### src/rtl/dmem_ctrl_pkg.sv
// Shared types for the data-memory access controller: opcodes, FSM states
// and the default implemented memory depth.
package dmem_ctrl_pkg;

    localparam int DEPTH_DEF = 64;

    typedef enum logic [1:0] {
        OP_LOAD  = 2'b00,
        OP_STORE = 2'b01,
        OP_COPY  = 2'b10,
        OP_RSVD  = 2'b11
    } op_e;

    typedef enum logic [2:0] {
        ST_IDLE,
        ST_RD,
        ST_WR_SETUP,
        ST_WR_STROBE,
        ST_WR_HOLD,
        ST_RESP
    } state_e;

endpackage

### src/rtl/dmem_ctrl_if.sv
// Request/response handshake plus the level-sensitive memory port.
// master = datapath + memory side, slave = the controller.
interface dmem_ctrl_if #(
    parameter int ADDR_W = 16,
    parameter int DATA_W = 16,
    parameter int LEN_W  = 7
);
    logic              req_valid;
    logic              req_ready;
    logic [1:0]        req_op;
    logic [ADDR_W-1:0] req_addr;
    logic [ADDR_W-1:0] req_src;
    logic [LEN_W-1:0]  req_len;
    logic [DATA_W-1:0] req_wdata;
    logic              rsp_valid;
    logic [DATA_W-1:0] rsp_rdata;
    logic              rsp_err;
    logic [ADDR_W-1:0] mem_addr;
    logic [DATA_W-1:0] mem_din;
    logic              mem_wea;
    logic [DATA_W-1:0] mem_dout;

    modport master (
        output req_valid, req_op, req_addr, req_src, req_len, req_wdata, mem_dout,
        input  req_ready, rsp_valid, rsp_rdata, rsp_err, mem_addr, mem_din, mem_wea
    );

    modport slave (
        input  req_valid, req_op, req_addr, req_src, req_len, req_wdata, mem_dout,
        output req_ready, rsp_valid, rsp_rdata, rsp_err, mem_addr, mem_din, mem_wea
    );

endinterface

### src/rtl/dmem_range_chk.sv
// Combinational request validation: address range, copy extents and opcode.
module dmem_range_chk
    import dmem_ctrl_pkg::*;
#(
    parameter int ADDR_W = 16,
    parameter int LEN_W  = 7,
    parameter int DEPTH  = DEPTH_DEF
) (
    input  op_e               op_i,
    input  logic [ADDR_W-1:0] addr_i,
    input  logic [ADDR_W-1:0] src_i,
    input  logic [LEN_W-1:0]  len_i,
    output logic              err_o
);
    localparam int AW1 = ADDR_W + 1;

    // One extra bit so base+len can never wrap back into range.
    logic [AW1-1:0] depth_x;
    logic [AW1-1:0] addr_x;
    logic [AW1-1:0] src_end;
    logic [AW1-1:0] dst_end;

    assign depth_x = AW1'(DEPTH);
    assign addr_x  = {1'b0, addr_i};
    assign src_end = {1'b0, src_i} + AW1'(len_i);
    assign dst_end = {1'b0, addr_i} + AW1'(len_i);

    always_comb begin
        err_o = 1'b0;
        case (op_i)
            OP_LOAD, OP_STORE: err_o = (addr_x >= depth_x);
            OP_COPY:           err_o = (len_i != '0) && ((src_end > depth_x) || (dst_end > depth_x));
            default:           err_o = 1'b1;
        endcase
    end

endmodule

### src/rtl/dmem_ctrl.sv
// Data-memory access controller: sequences glitch-safe loads, stores and
// ascending block copies against a level-sensitive memory.
module dmem_ctrl
    import dmem_ctrl_pkg::*;
#(
    parameter int ADDR_W = 16,
    parameter int DATA_W = 16,
    parameter int DEPTH  = DEPTH_DEF,
    parameter int LEN_W  = 7
) (
    input  logic       clk,
    input  logic       rst_n,
    dmem_ctrl_if.slave bus
);
    state_e            state_q;
    op_e               op_q;
    logic [ADDR_W-1:0] dst_q;
    logic [ADDR_W-1:0] src_q;
    logic [LEN_W-1:0]  len_q;
    logic [LEN_W-1:0]  idx_q;
    logic [ADDR_W-1:0] mem_addr_q;
    logic [DATA_W-1:0] mem_din_q;
    logic              mem_wea_q;
    logic              rsp_valid_q;
    logic [DATA_W-1:0] rsp_rdata_q;
    logic              rsp_err_q;

    op_e               req_op_d;
    logic              range_err_d;
    logic [LEN_W-1:0]  idx_d;
    logic              last_word_d;
    logic [ADDR_W-1:0] wr_addr_d;
    logic [ADDR_W-1:0] next_rd_addr_d;

    assign req_op_d       = op_e'(bus.req_op);
    assign idx_d          = idx_q + 1'b1;
    assign last_word_d    = (idx_d == len_q);
    assign wr_addr_d      = dst_q + ADDR_W'(idx_q);
    assign next_rd_addr_d = src_q + ADDR_W'(idx_d);

    dmem_range_chk #(
        .ADDR_W (ADDR_W),
        .LEN_W  (LEN_W),
        .DEPTH  (DEPTH)
    ) u_range_chk (
        .op_i   (req_op_d),
        .addr_i (bus.req_addr),
        .src_i  (bus.req_src),
        .len_i  (bus.req_len),
        .err_o  (range_err_d)
    );

    // Address/data only move on transitions into RD or WR_SETUP, or out of
    // HOLD, so they are always stable around the one-cycle write strobe.
    always_ff @(posedge clk) begin
        if (!rst_n) begin
            state_q     <= ST_IDLE;
            op_q        <= OP_LOAD;
            dst_q       <= '0;
            src_q       <= '0;
            len_q       <= '0;
            idx_q       <= '0;
            mem_addr_q  <= '0;
            mem_din_q   <= '0;
            mem_wea_q   <= 1'b0;
            rsp_valid_q <= 1'b0;
            rsp_rdata_q <= '0;
            rsp_err_q   <= 1'b0;
        end else begin
            rsp_valid_q <= 1'b0;
            case (state_q)
                ST_IDLE: begin
                    if (bus.req_valid) begin
                        op_q  <= req_op_d;
                        dst_q <= bus.req_addr;
                        src_q <= bus.req_src;
                        len_q <= bus.req_len;
                        idx_q <= '0;
                        if (range_err_d || (req_op_d == OP_COPY && bus.req_len == '0)) begin
                            state_q     <= ST_RESP;
                            rsp_valid_q <= 1'b1;
                            rsp_err_q   <= range_err_d;
                            rsp_rdata_q <= '0;
                        end else if (req_op_d == OP_LOAD) begin
                            state_q    <= ST_RD;
                            mem_addr_q <= bus.req_addr;
                        end else if (req_op_d == OP_STORE) begin
                            state_q    <= ST_WR_SETUP;
                            mem_addr_q <= bus.req_addr;
                            mem_din_q  <= bus.req_wdata;
                        end else begin
                            state_q    <= ST_RD;
                            mem_addr_q <= bus.req_src;
                        end
                    end
                end
                ST_RD: begin
                    if (op_q == OP_LOAD) begin
                        state_q     <= ST_RESP;
                        rsp_valid_q <= 1'b1;
                        rsp_err_q   <= 1'b0;
                        rsp_rdata_q <= bus.mem_dout;
                    end else begin
                        state_q    <= ST_WR_SETUP;
                        mem_din_q  <= bus.mem_dout;
                        mem_addr_q <= wr_addr_d;
                    end
                end
                ST_WR_SETUP: begin
                    state_q   <= ST_WR_STROBE;
                    mem_wea_q <= 1'b1;
                end
                ST_WR_STROBE: begin
                    state_q   <= ST_WR_HOLD;
                    mem_wea_q <= 1'b0;
                end
                ST_WR_HOLD: begin
                    if (op_q == OP_COPY && !last_word_d) begin
                        state_q    <= ST_RD;
                        mem_addr_q <= next_rd_addr_d;
                        idx_q      <= idx_d;
                    end else begin
                        state_q     <= ST_RESP;
                        rsp_valid_q <= 1'b1;
                        rsp_err_q   <= 1'b0;
                        rsp_rdata_q <= '0;
                    end
                end
                ST_RESP: begin
                    state_q     <= ST_IDLE;
                    rsp_rdata_q <= '0;
                    rsp_err_q   <= 1'b0;
                end
                default: state_q <= ST_IDLE;
            endcase
        end
    end

    assign bus.req_ready = (state_q == ST_IDLE);
    assign bus.rsp_valid = rsp_valid_q;
    assign bus.rsp_rdata = rsp_rdata_q;
    assign bus.rsp_err   = rsp_err_q;
    assign bus.mem_addr  = mem_addr_q;
    assign bus.mem_din   = mem_din_q;
    assign bus.mem_wea   = mem_wea_q;

endmodule

### src/flat_wrapper.sv
// flat-port wrapper written by rule: the top's interface ports become plain ports
module dmem_ctrl_flat import dmem_ctrl_pkg::*;
#(
    parameter int ADDR_W = 16,
    parameter int DATA_W = 16,
    parameter int DEPTH  = DEPTH_DEF,
    parameter int LEN_W  = 7
)
  (clk, rst_n, bus_req_valid, bus_req_op, bus_req_addr, bus_req_src, bus_req_len, bus_req_wdata, bus_mem_dout, bus_req_ready, bus_rsp_valid, bus_rsp_rdata, bus_rsp_err, bus_mem_addr, bus_mem_din, bus_mem_wea);
  dmem_ctrl_if #(.ADDR_W(ADDR_W), .DATA_W(DATA_W), .LEN_W(LEN_W)) bus_i ();
  input  logic clk;
  input  logic rst_n;
  input wire logic [$bits(bus_i.req_valid)-1:0] bus_req_valid;
  input wire logic [$bits(bus_i.req_op)-1:0] bus_req_op;
  input wire logic [$bits(bus_i.req_addr)-1:0] bus_req_addr;
  input wire logic [$bits(bus_i.req_src)-1:0] bus_req_src;
  input wire logic [$bits(bus_i.req_len)-1:0] bus_req_len;
  input wire logic [$bits(bus_i.req_wdata)-1:0] bus_req_wdata;
  input wire logic [$bits(bus_i.mem_dout)-1:0] bus_mem_dout;
  output wire logic [$bits(bus_i.req_ready)-1:0] bus_req_ready;
  output wire logic [$bits(bus_i.rsp_valid)-1:0] bus_rsp_valid;
  output wire logic [$bits(bus_i.rsp_rdata)-1:0] bus_rsp_rdata;
  output wire logic [$bits(bus_i.rsp_err)-1:0] bus_rsp_err;
  output wire logic [$bits(bus_i.mem_addr)-1:0] bus_mem_addr;
  output wire logic [$bits(bus_i.mem_din)-1:0] bus_mem_din;
  output wire logic [$bits(bus_i.mem_wea)-1:0] bus_mem_wea;
  assign bus_i.req_valid = bus_req_valid;
  assign bus_i.req_op = bus_req_op;
  assign bus_i.req_addr = bus_req_addr;
  assign bus_i.req_src = bus_req_src;
  assign bus_i.req_len = bus_req_len;
  assign bus_i.req_wdata = bus_req_wdata;
  assign bus_i.mem_dout = bus_mem_dout;
  assign bus_req_ready = bus_i.req_ready;
  assign bus_rsp_valid = bus_i.rsp_valid;
  assign bus_rsp_rdata = bus_i.rsp_rdata;
  assign bus_rsp_err = bus_i.rsp_err;
  assign bus_mem_addr = bus_i.mem_addr;
  assign bus_mem_din = bus_i.mem_din;
  assign bus_mem_wea = bus_i.mem_wea;
  dmem_ctrl #(.ADDR_W(ADDR_W), .DATA_W(DATA_W), .DEPTH(DEPTH), .LEN_W(LEN_W)) u_core (.clk(clk), .rst_n(rst_n), .bus(bus_i));
endmodule
### config.mk
export PLATFORM = sky130hd
export DESIGN_NAME = dmem_ctrl_flat
export DESIGN_NICKNAME = d
export VERILOG_FILES = /design/src/rtl/dmem_ctrl_pkg.sv /design/src/rtl/dmem_ctrl_if.sv /design/src/rtl/dmem_range_chk.sv /design/src/rtl/dmem_ctrl.sv /design/src/flat_wrapper.sv
export SDC_FILE = /design/constraint.sdc
export NUM_CORES = 1
export LEC_CHECK = 0
export BUFFER_PORTS_ARGS = -buffer_cell sky130_fd_sc_hd__buf_2
export CAP_MARGIN = 20
export CORE_MARGIN = 2
export CORE_UTILIZATION = 56
export CTS_BUF_LIST = sky130_fd_sc_hd__clkbuf_16
export CTS_CLUSTER_SIZE = 8
export DETAILED_ROUTE_END_ITERATION = 6
export PLACE_DENSITY_LB_ADDON = 0.1
export SETUP_SLACK_MARGIN = 0.2
export SLEW_MARGIN = 20
export SYNTH_ARGS = -nofsm -noshare
export SYNTH_HDL_FRONTEND = slang
export SYNTH_SLANG_ARGS = --single-unit
### constraint.sdc
create_clock -name clk -period 9.65 [get_ports clk]
set_clock_uncertainty 0.2 [all_clocks]
set_input_delay 2.4125 -clock clk [delete_from_list [all_inputs] [get_ports clk]]
set_output_delay 2.4125 -clock clk [all_outputs]
set_load 0.1 [all_outputs]
==> results.toml, run 1 <==
[power_and_ir_drop]
post-layout-total-power_uw = 2050
p_leak_uw = 0.00322
worst_ir_drop_vdd_mv = 0.250
power.density_mw_per_mm2 = 276

[timing]
post-route-period-util_pct = 63.9
timing_hold_violations_final = 0
timing.slew.headroom_pct = 33.2
setup_viol = 0
maxClockFrequency_mhz = 162
min_period_ns = 6.16
final-max-slew-violation-count = 0
max_slew.worst_pin.slew_ns = 1.00
whs_ns = 0.255
setup_tns_ns = 0
rsz0062_at_grt = "false"

[placement]
portBuffers = 127
detailed_place_hpwl_mm = 14.0
gp_routability_congestion = 0.868

[floorplan]
die_height_um = 112
die_outline_area_mm2 = 0.0125
floorplan.initialDensity_pct = 57.3
floorplan.die.width_um = 112
io_pins = 128
floorplan_core_area_mm2 = 0.0114
std_cell_rows = 39

[cells_and_area]
final_nets = 1031
area_growth_pct = 14.1
insertedDiodeCount = 0
drive_gt1_share_pct = 18.7
n_fill_cell = 1013

[yosys]
ys.flop_type = "dfxtp_1"
syn_nets = 939
synth_xor_xnor_area_share_pct = 7.76
ys_async_sr_fraction_pct = 0
post_synth_inst_count = 830
synth_edf_count = 0
post_synth_mux_area_share_pct = 6.80
synthesis.area_per_instance_um2 = 7.85
post_synth_fa_ha_maj_area_fraction_pct = 6.80
yosysSeqAreaShare_pct = 31.3
synth_compound_gate_area_share_pct = 19.7
synth_top_family_by_area = "simple AND/OR/NAND/NOR gates"
synth.distinct_cells = 75
post_synthesis_share_of_cell_area_spent_on_and_or_nand_and_nor_gates_pct = 23.2
syn_warnings = 0
syn_area_mm2 = 0.00651
yosys_register_bits = 102

[worst_hold_path]
holdCritPathClass = "flop to flop"

[grt]
grt-ovfl-total = 0
global_route_wire_length_before_repair_mm = 29.9
number_of_global_route_vias_before_repair = 6020
gr-usage-all-layers_pct = 29.3
initial_antenna_violation_count = 0
grt_start_max_net_pins = 69

[detailed_routing]
route.antenna.remaining_nets = 0
detailroute.via_count = 6413
drt_first_iter_violations = 523
detail_route.first_pass.iterations = 5
routed_wl_mm = 18.5
number_of_design_rule_violations_left_after_detail_routing = 0
wl_per_cell_um = 17.3
post_drt_via_cell_ratio = 5.99

[setup_path]
rrSetupSlack_ns = 5.75
setup.worst_path.end = "u_core.bus.rsp_rdata[0]"
path_max_fanout = 17
setup_crit_start_kind = "primary input"
setup.worst_path.class = "primary input to flop"
worstSetupStartpoint = "bus_req_len[0]"
worstReg2RegEnd = "u_core.bus.mem_addr[11]"
timing.rr.start = "u_core.idx_q[0]"
crit_arrival_ns = 6.24
critPathCaptureType = "flop"
required_ns = 9.72
timing.reg2reg.worst_path_depth = 9

[clocking]
htree_num_levels = 3
clock_path_buffers = 2
root_buffer = "clkbuf_16"
path_clk_slew_ns = 0.08
post_cts_setup_buffer_count = 0
insertion_delay_ns = 0.35
cts_resized = 0
cts-buffers-inserted = 9
number_of_buffers_inserted_for_hold_repair_after_clock_tree_synthesis = 0
tritoncts = "done"
cts_num_sinks = 102

[flow_run]
cap_viol_max_count = 0

[status]
outcome = "complete, no violations"
## placed cells by master (no fill, tap or decap), drive strengths merged, types with 3 or more instances in the layout
cell type,synthesis,routed
a311oi,16,16
fa,4,4
xnor2,18,18
xnor3,3,3
nand4,10,10
nor3,16,16
nand3,31,31
ha,29,29
o21bai,5,5
clkinv,0,5
o41ai,3,3
nor4,3,3
clkbuf,46,9
nand2b,5,5
nand2,190,190
o221ai,5,5
or2,5,5
a211oi,9,9
o21ai,26,26
buf,5,132
a21o,5,5
or3,9,9
o22ai,12,12
nor4b,3,3
xor2,32,32
dfxtp,102,102
a22oi,4,4
o2111ai,3,3
o211ai,5,5
nor2,52,52
a21oi,72,72
mux2i,42,42
and3,9,9
inv,16,17
## critical path, cell delays in order
cell and delay [ns]:
buf_2 0.13, ha_1 0.23, fa_1 0.43, a211oi_2 0.33
nor2_1 0.10, xor2_1 0.16, o41ai_1 0.51, nand3_1 0.13
or4_4 0.47, nor2_4 0.19, a31o_1 0.83, mux2i_1 0.30
## layout make-up
type                    count  area [um^2]  area share (%)
clock buffers               9          225            3.03
inverters                  16         61.3           0.824
multi-input cells         661         4200            56.5
clock inverters             7         56.3           0.757
flip-flops and latches    102         2040            27.5
repair buffers            132          673            9.05
well taps                 143          179            2.41
## where the power goes
part | internal [uW] | switching, uW
combinational | 263 | 853
clock | 178 | 168
sequential | 516 | 72.8
## stage by stage
stage / std cells / cell area (um^2) / setup slack (ns) / utilization (%)
final: 1070 / 7440 / 3.49 / 65.4
after global routing: 1070 / 7440 / 3.37 / 65.4
after CTS: 1070 / 7430 / 3.51 / 65.3
after detailed placement: 1054 / 7150 / 3.16 / 62.8
after global placement: 1054 / 7150 / 3.40 / 62.8
after floorplan: 830 / 6520 / 4.22 / -
## synthesized netlist by cell type, drive strengths merged, types with 5 or more instances
library cell / count / area share, %
inv: 16 / 0.92
mux2i: 42 / 6.5
xnor2: 18 / 2.4
xor2: 32 / 4.3
nand2: 190 / 11
dfxtp: 102 / 31
a211oi: 9 / 1.2
nand3: 31 / 2.4
a21oi: 72 / 5.8
o211ai: 5 / 0.73
o22ai: 12 / 1.2
clkbuf: 46 / 2.7
o221ai: 5 / 0.67
nor3: 16 / 1.4
o21ai: 26 / 2.0
nand2b: 5 / 0.48
or3: 9 / 0.86
buf: 5 / 0.79
o21bai: 5 / 0.58
a311oi: 16 / 2.2
nor2: 52 / 3.2
ha: 29 / 5.6
a21o: 5 / 0.58
or2: 5 / 0.48
and3: 9 / 0.86
nand4: 10 / 0.96
## worst min-delay path by stage
stage	from	end	slack (ns)	cells past startpoint
2_1_floorplan	u_core.len_q[4]	u_core.len_q[4]	0.24	2
3_3_place_gp	u_core.bus.rsp_rdata[15]	u_core.bus.rsp_rdata[15]	0.24	2
3_5_place_dp	u_core.bus.mem_addr[5]	u_core.bus.mem_addr[5]	0.25	2
4_1_cts	u_core.bus.mem_addr[5]	u_core.bus.mem_addr[5]	0.26	2
5_1_grt	u_core.bus.mem_addr[3]	u_core.bus.mem_addr[3]	0.27	2
6_report	u_core.bus.mem_addr[5]	u_core.bus.mem_addr[5]	0.26	2
## registers in the layout, indices dropped and copies added, names as in the netlist
signal and cells:
u_core.bus.mem_din 16, u_core.src_q 16, u_core.bus.rsp_valid 1, u_core.dst_q 16
u_core.state_q 3, u_core.idx_q 7, u_core.bus.mem_wea 1, u_core.len_q 7
u_core.bus.rsp_rdata 16, u_core.bus.rsp_err 1, u_core.bus.mem_addr 16, u_core.op_q 2
## layer usage
layer / vias up / wire length [um] / track usage (%)
met5: - / 0 / 0
met4: 0 / 316 / 8.81
met3: 27 / 1360 / 3.76
met2: 292 / 8350 / 48.4
met1: 2959 / 8450 / 40.2
li1: 3135 / - / -
## logic make-up after synthesis
logic type / Yosys count
flops: 102
xor+xnor: 53
compound gates: 190
simple gates: 341
fa+ha+maj: 33
mux: 44
buf+inv: 67
No activity file was read; power rests on OpenSTA's default activity.
==> inputs of run 2 (changes only) <==
Settings changed: CORE_UTILIZATION 56 to 51.
Clock period 9.65 ns to 5.6 ns, I/O delays scaled along.
==> run 2 against run 1 <==
  * Global-route usage fell by 2.2 points
  * Clock power rose by 84%
  * Count of clock-buffer cells in the layout unchanged
  * Flip-flop and latch count stayed put
  * Total power up 74%
  * Sequential power grew 73%
  * Critical path depth increased by 1
  * Hold slack improved by 0.0049 ns
  * Design area increased by 0.77%
  * Via count fell by 1.1%
  * Routed wire length hardly changed
  * Non-clock buffer count increased by 1
  * Critical endpoint unchanged
  * Highest routed layer unchanged
==> results.toml, run 2 (synthesis results as in run 1) <==
[setup_path]
critPathCaptureType = "flop"
cp_slowest_cell = "fa_1"
path_max_fanout = 17
critical_path.max_stage_delay_ns = 0.41
crit_arrival_ns = 4.68
required_ns = 5.67
setup.worst_path.class = "primary input to flop"
crit_chain = "buf_2 > ha_1 > fa_1 > a211o_1 > a221oi_1 > o21ai_1 > nor3_1 > o21ba_2 > a2111o_1 > nor2_4 > a31o_1 > buf_4 > mux2i_1"
setup_crit_start_kind = "primary input"

[clocking]
number_of_buffers_inserted_for_hold_repair_after_clock_tree_synthesis = 0
post_cts_setup_buffer_count = 0
root_buffer = "clkbuf_16"
clock_path_buffers = 2
insertion_delay_ns = 0.35
cts-buffers-inserted = 9
cts_resized = 0
htree_num_levels = 3
cts_num_sinks = 102
tritoncts = "done"
path_clk_slew_ns = 0.07

[power_and_ir_drop]
power.density_mw_per_mm2 = 477
p_leak_uw = 0.00323
worst_ir_drop_vdd_mv = 0.177

[cells_and_area]
insertedDiodeCount = 0
layout.cells.most_common_list = "nand2_1 (190), buf_2 (127), dfxtp_1 (102), a21oi_1 (70), nor2_1 (49)"
n_fill_cell = 1177
finish.cell_count_without_fillers = 1100
final_nets = 1032
postLayoutCellArea_mm2 = 0.00749
multiInputGateArea_mm2 = 0.00420
drive_gt1_share_pct = 18.8
area_growth_pct = 15.0
mostFrequentLayoutCell = "nand2_1"
area.sequential_mm2 = 0.00204

[detailed_routing]
route.antenna.remaining_nets = 0
routed_wl_mm = 18.5
number_of_design_rule_violations_left_after_detail_routing = 0
drt_first_iter_violations = 448
detailroute.via_count = 6343
post_drt_via_cell_ratio = 5.77
wl_per_cell_um = 16.8
detail_route.first_pass.iterations = 5

[floorplan]
floorplan.initialDensity_pct = 51.8
io_pins = 128
floorplan.die.width_um = 117
std_cell_rows = 41
floorplan_core_area_mm2 = 0.0126
die_outline_area_mm2 = 0.0137
die_height_um = 117

[timing]
post-route-period-util_pct = 82.2
timing.slew.headroom_pct = 30.0
setup_tns_ns = 0
rsz0062_at_grt = "false"
setup_viol = 0
final-max-slew-violation-count = 0
min_period_ns = 4.61
max_slew.worst_pin.slew_ns = 1.05
whs_ns = 0.260
maxClockFrequency_mhz = 217
timing_hold_violations_final = 0

[grt]
grt-ovfl-total = 0
global_route_wire_length_before_repair_mm = 29.0
initial_antenna_violation_count = 0
number_of_global_route_vias_before_repair = 5820
grt_start_max_net_pins = 65
gr-usage-all-layers_pct = 27.1

[placement]
gp_routability_congestion = 0.898
dpl-instance-area_mm2 = 0.00719
place_inst = 1084
portBuffers = 127
detailed_place_hpwl_mm = 14.0

[status]
outcome = "complete, no violations"

[worst_hold_path]
holdCritPathClass = "flop to flop"

[flow_run]
cap_viol_max_count = 0
run 2: final cells by class:
class                   instances  area share (%)
multi-input cells             661            56.0
flip-flops and latches        102            27.2
repair buffers                133            9.08
clock buffers                   9            3.01
well taps                     172            2.87
clock inverters                 7           0.952
inverters                      16           0.801
run 2: stage by stage:
stage	total power (uW)	utilization, %	setup WS [ns]
after floorplan	2610	-	1.18
after global routing	3760	59.6	0.824
final	3570	59.6	0.994
after detailed placement	2940	57.2	0.682
after global placement	2910	57.2	0.809
after CTS	3590	59.6	1.04
run 2: path summary, 6_finish.rpt:
kind,startpoint,endpoint,slack [ns],depth (start not counted)
setup / recovery,bus_req_len[0],u_core.bus.rsp_rdata[0],0.99,13
setup reg to reg,u_core.idx_q[0],u_core.bus.mem_addr[14],1.90,9
hold / removal,u_core.bus.rsp_rdata[8],u_core.bus.rsp_rdata[8],0.26,2
hold reg to reg,u_core.bus.rsp_rdata[8],u_core.bus.rsp_rdata[8],0.26,2
run 2: critical path, delay by kind of cell:
family / cells / cell delay [ns]
AOI/OAI and AO/OA: 6 / 1.63
buffers and inverters: 2 / 0.42
adders and majority gates: 2 / 0.64
muxes: 1 / 0.24
and+or+nand+nor: 2 / 0.34
run 2: layer usage:
layer	wire length [um]	GRT usage [%]	up-vias
li1	-	-	3125
met1	8650	36.6	2962
met2	8190	44.0	233
met3	1280	4.17	23
met4	361	10.1	0
met5	0	0	-
run 2: power breakdown:
part / switching (uW) / internal [uW] / leakage (uW) / total, uW
registers: 126 / 890 / 0.000832 / 1020
logic: 1460 / 453 / 0.00226 / 1920
clock network: 291 / 348 / 0.000140 / 639
total: 1880 / 1690 / 0.00323 / 3570
